[src/rtl/stack_unit.sv]
// stack_unit: DEPTH x WIDTH operand stack with registered d_out and sticky overflow/underflow flags
module stack_unit #(
    parameter int WIDTH = 8,
    parameter int DEPTH = 16,
    parameter int SPW   = $clog2(DEPTH) + 1
) (
    input  logic             clk,
    input  logic             rst,
    input  logic             tos,
    input  logic             pop,
    input  logic             push,
    input  logic             MtoS,
    input  logic [WIDTH-1:0] mem_data,
    input  logic [WIDTH-1:0] alu_res,
    input  logic             clr_err,
    output logic [WIDTH-1:0] d_out,
    output logic [SPW-1:0]   sp,
    output logic             empty,
    output logic             full,
    output logic             ovf,
    output logic             udf
);
    logic [WIDTH-1:0] mem [DEPTH];
    logic [WIDTH-1:0] din;
    logic [SPW-2:0]   push_idx;
    logic [SPW-2:0]   top_idx;
    logic             do_rep;
    logic             do_push;
    logic             do_pop;
    logic             do_rd;
    logic             set_ovf;
    logic             set_udf;

    assign empty    = sp == '0;
    assign full     = sp == SPW'(DEPTH);
    assign din      = MtoS ? mem_data : alu_res;
    assign push_idx = sp[SPW-2:0];
    // sp == DEPTH wraps the low bits to 0, so subtracting one still lands on DEPTH-1
    assign top_idx  = push_idx - (SPW-1)'(1);

    always_comb begin
        do_rep  = push & pop & !empty;
        do_push = push & (!pop | empty) & !full;
        do_pop  = pop & !push & !empty;
        do_rd   = do_rep | do_pop | (tos & !push & !pop & !empty);
        set_ovf = push & !pop & full;
        set_udf = empty & (pop | (tos & !push));
    end

    always_ff @(posedge clk) begin
        if (do_rep)
            mem[top_idx] <= din;
        else if (do_push)
            mem[push_idx] <= din;
    end

    always_ff @(posedge clk or posedge rst) begin
        if (rst) begin
            sp    <= '0;
            d_out <= '0;
            ovf   <= 1'b0;
            udf   <= 1'b0;
        end else begin
            if (do_push)
                sp <= sp + SPW'(1);
            else if (do_pop)
                sp <= sp - SPW'(1);
            if (do_rd)
                d_out <= mem[top_idx];
            ovf <= set_ovf | (ovf & !clr_err);
            udf <= set_udf | (udf & !clr_err);
        end
    end
endmodule

[config.mk]
export PLATFORM = sky130hd
export DESIGN_NAME = stack_unit
export DESIGN_NICKNAME = d
export VERILOG_FILES = /design/src/rtl/stack_unit.sv
export SDC_FILE = /design/constraint.sdc
export NUM_CORES = 1
export LEC_CHECK = 0
export ABC_AREA = 1
export CAP_MARGIN = 20
export CORE_MARGIN = 8
export CORE_UTILIZATION = 45
export DETAILED_ROUTE_END_ITERATION = 8
export PLACE_DENSITY = 0.6
export SLEW_MARGIN = 30
export SYNTH_ARGS = -nofsm -noshare
export SYNTH_HDL_FRONTEND = slang
export SYNTH_SLANG_ARGS = --single-unit
[constraint.sdc]
create_clock -name clk -period 3.1 [get_ports clk]
set_input_delay 0.62 -clock clk [delete_from_list [all_inputs] [get_ports clk]]
set_output_delay 0.62 -clock clk [all_outputs]
set_load 0.005 [all_outputs]
==> Implementation_results.wiki, run 1 <==
{| class="wikitable"
! Metric !! Value
|-
| Outcome || complete, no violations
|-
| Top cell type's share of synthesized area || 59.6%
|-
| Initial cell density of the core || about 46%
|-
| Antenna violations before repair || 0
|-
| Global-route usage over all layers || 17.4%
|-
| Required @ worst endpoint || between 2 and 2.5 ns
|-
| Reg2Reg Setup Slack || between 0.5 and 0.6 ns
|-
| Placed Instances || 830
|-
| Post-synth cell types || 32
|-
| Syn_area_per_cell || 10.5 um^2
|-
| PD cells || around 1000 nW/um^2
|-
| Total Nets Final || 698
|-
| Kind of critical path || reg -> out
|-
| Yosys top cell by area || sky130_fd_sc_hd__edfxtp_1
|-
| Synth Instances || just over 600
|-
| Global route total overflow || 0
|-
| Commonest cells after routing, fill and taps aside || sky130_fd_sc_hd__nand2_1 (203), sky130_fd_sc_hd__edfxtp_1 (128), sky130_fd_sc_hd__nand3_1 (69)
|-
| Gp weighted congestion || just under 0.9
|-
| Pin count of the biggest net entering global routing || 70
|-
| Number of gates resized after CTS || 0
|-
| IR Drop Worst-Case VDD || ~0.48 mV
|-
| Sequential share of the synthesized area || roughly two thirds
|-
| Max Clock Skew || 0.00412 ns
|-
| Worst slew pin tran || 0.733 ns
|-
| CP endpoint kind || primary output
|-
| Vias || about 4400
|-
| Clock tree buffer depth || 2
|-
| Max_slew headroom || approximately half
|-
| Routed WL || about 15000 um
|-
| Number of remaining DRC errors || 0
|-
| Largest cells by area after synthesis || sky130_fd_sc_hd__edfxtp_1 (60%), sky130_fd_sc_hd__nand2_1 (12%), sky130_fd_sc_hd__dfrtp_1 (5.8%)
|-
| Number of nets produced by synthesis || about 650
|-
| Combinational group share of total power || about 44%
|-
| Hold Worst Slack || 0.479 ns
|-
| Number of endpoints failing setup at the final stage || 0
|-
| Multi-input gate area || 1950 um^2
|-
| R2R depth || 14
|-
| Hold Vio Cnt, Final || 0
|-
| Wire length per cell || ~18 um
|-
| Critical path data arrival time || 2.06 ns
|-
| Time the final worst path needs with I/O delays and setup || approximately 2.7 ns
|-
| Final Power || approximately 8.0 mW
|-
| CTS tree || yes
|-
| Via count normalized by instance count || 5.15
|-
| Post-CTS setup repair buffer count || 0
|-
| Max Freq || 374 MHz
|-
| Clock net sink count || 143
|-
| Count of input and output buffers || 39
|-
| Startpoint of the tightest hold check path || d_out[3]
|-
| Core region area || between 10000 and 15000 um^2
|-
| Sum of net half-perimeters after detailed placement || approximately 10000 um
|-
| Number of cell rows || 43
|-
| Fraction of power consumed by sequential logic || ~32%
|-
| Layout Cells excl Fill || ~860
|-
| Setup repair after global routing missed its margin || false
|-
| Sw Ratio || 40.3%
|-
| Number of filler cells placed in the layout || 1210
|-
| DRT iter0 DRCs || 375
|-
| N_diodes || 0
|-
| Number of buffers inserted during clock tree synthesis || 17
|-
| P&R area growth vs syn || 18.2%
|-
| Startpoint of the lowest-slack register-to-register path || sp[1]
|-
| H-tree lvl count || 4
|-
| Wire length of the first global-routing pass || around 24000 um
|-
| Critical register-to-register path endpoint || sp[4]
|-
| Terminating pin of the worst hold path || d_out[3]
|-
| CTS root buf || sky130_fd_sc_hd__clkbuf_16
|-
| DIE AREA || 18400 um^2
|-
| Switching power total || ~3.2 mW
|-
| Clock latency reported for the late side of the worst-skew pair || 0.42 ns
|-
| Number of max-slew violations in the final report || 0
|-
| Clock group share of total power || a little under a quarter
|-
| Worst Hold Depth || 2
|-
| Netlist area before placement || about 6400 um^2
|-
| Cell Area, Placed || about 7100 um^2
|-
| Leakage power figure || about 3 nW
|-
| Antenna violation net count after detailed routing || 0
|-
| Setup total negative slack || 0 ns
|-
| Most frequent standard cell in the layout excluding fill and tap cells || sky130_fd_sc_hd__nand2_1
|-
| Via count of the first global-routing pass || approximately 4400
|-
| Number of top-level design ports || 40
|-
| Largest fanout on the critical path || 5
|-
| Worst-path clk slew || roughly 0.060 ns
|-
| Die X || roughly 140 um
|-
| Chip Height || ~140 um
|-
| Internal power || about 4.8 mW
|-
| Synth Register Bits || approximately 140
|-
| Hold Crit Class || reg -> reg
|-
| # Max-Cap Violations || 0
|-
| Hold buffer count at CTS || 0
|-
| Area taken by flip-flops and latches || roughly 4200 um^2
|-
| Final period util || around 86%
|-
| Kind of start point of the critical path || flop
|-
| First-pass DRT Iterations || 6
|-
| Cell area after layout || 7620 um^2
|-
| Ratio of cells with drive above 1 in the final layout || between 10 and 15%
|-
| Synth warn || 0
|}
[cells by family (layout without fill, tap and decap cells)]
family	Yosys count	after routing	synth area share, %
AO/OA/AOI/OAI	36	36	3.01
XOR/XNOR	5	5	1.38
adder cells (fa/ha/maj)	6	6	1.28
buffers and inverters	63	128	4.35
flip-flops	143	143	65.4
multiplexers	8	8	1.40
AND/OR/NAND/NOR	355	355	23.2
[synthesized netlist by cell type (all sizes together)]
library cell,instances
a21oi,4
buf,16
clkbuf,11
clkinv,1
dfrtp,15
edfxtp,128
fa,1
ha,5
inv,35
mux2,8
nand2,212
nand3,75
nor2,68
o21ai,28
o21bai,2
o22ai,1
o32ai,1
xnor2,1
xor2,4
[power by group through the flow]
| stage | combinational (mW) | clock, mW | sequential [mW] |
|---|---|---|---|
| 2_1_floorplan | 2.38 | 0 | 2.58 |
| 3_3_place_gp | 3.50 | 0 | 2.60 |
| 3_5_place_dp | 3.51 | 0 | 2.60 |
| 4_1_cts | 3.54 | 1.90 | 2.57 |
| 5_1_grt | 3.98 | 1.99 | 2.59 |
| 6_report | 3.53 | 1.87 | 2.56 |
[metal layers]
| layer | vias to the layer above | part of all wire, % | global-route usage [%] |
|---|---|---|---|
| met3 | 26 | 7.1 | 5.12 |
| met4 | 0 | 3.0 | 8.20 |
| met1 | 2107 | 45 | 23.2 |
| met2 | 137 | 45 | 25.6 |
| li1 | 2162 | - | - |
| met5 | - | 0 | 0 |
[how the worst max path moves through the flow]
stage                     cells after the start     to  slack [ns]  start
after global placement                       12  sp[4]        0.44    pop
after floorplan                              18  sp[4]        0.40  sp[0]
after CTS                                     5  empty        0.39  sp[1]
after global routing                          5  empty        0.30  sp[1]
final                                         5  empty        0.42  sp[1]
after detailed placement                     12  sp[4]        0.42    pop
[per-stage QoR]
stage	util, %	setup WS (ns)
6_report	54.7	0.425
5_1_grt	54.7	0.302
4_1_cts	54.7	0.388
3_5_place_dp	50.9	0.421
3_3_place_gp	50.9	0.441
2_1_floorplan	-	0.397
[state kept, by name, indices dropped and copies added, names as in the netlist]
register	cells
mem	128
sp	5
ovf	1
udf	1
d_out	8
[worst max-delay path: stages (launching register included)]
cell                              delay (ns)
sky130_fd_sc_hd__dfrtp_1                0.43
sky130_fd_sc_hd__inv_1                  0.22
sky130_fd_sc_hd__ha_1                   0.26
sky130_fd_sc_hd__nand3_2                0.14
sky130_fd_sc_hd__inv_1                  0.09
sky130_fd_sc_hd__clkdlybuf4s50_1        0.50
[cell type report]
type	instances	share of cell area (%)
clock buffers	21	5.78
multi-input cells	410	25.6
repair buffers	61	7.29
flip-flops and latches	143	55.3
well taps	180	2.95
clock inverters	10	1.26
inverters	36	1.81
No activity file was read; power rests on OpenSTA's default activity.
==> run 2: changes to the inputs <==
--- a/constraint.sdc
+++ b/constraint.sdc
@@ -3,2 +3,2 @@
 set_output_delay 0.62 -clock clk [all_outputs]
-set_load 0.005 [all_outputs]
+set_load 0.01 [all_outputs]
==> results of run 2 <==
Same layout as run 1 (identical final DEF). Status: complete, no violations.
Main changes from that run: setup slack after layout 0.425 ns -> 0.390 ns; total power 7.96 mW -> 8.00 mW
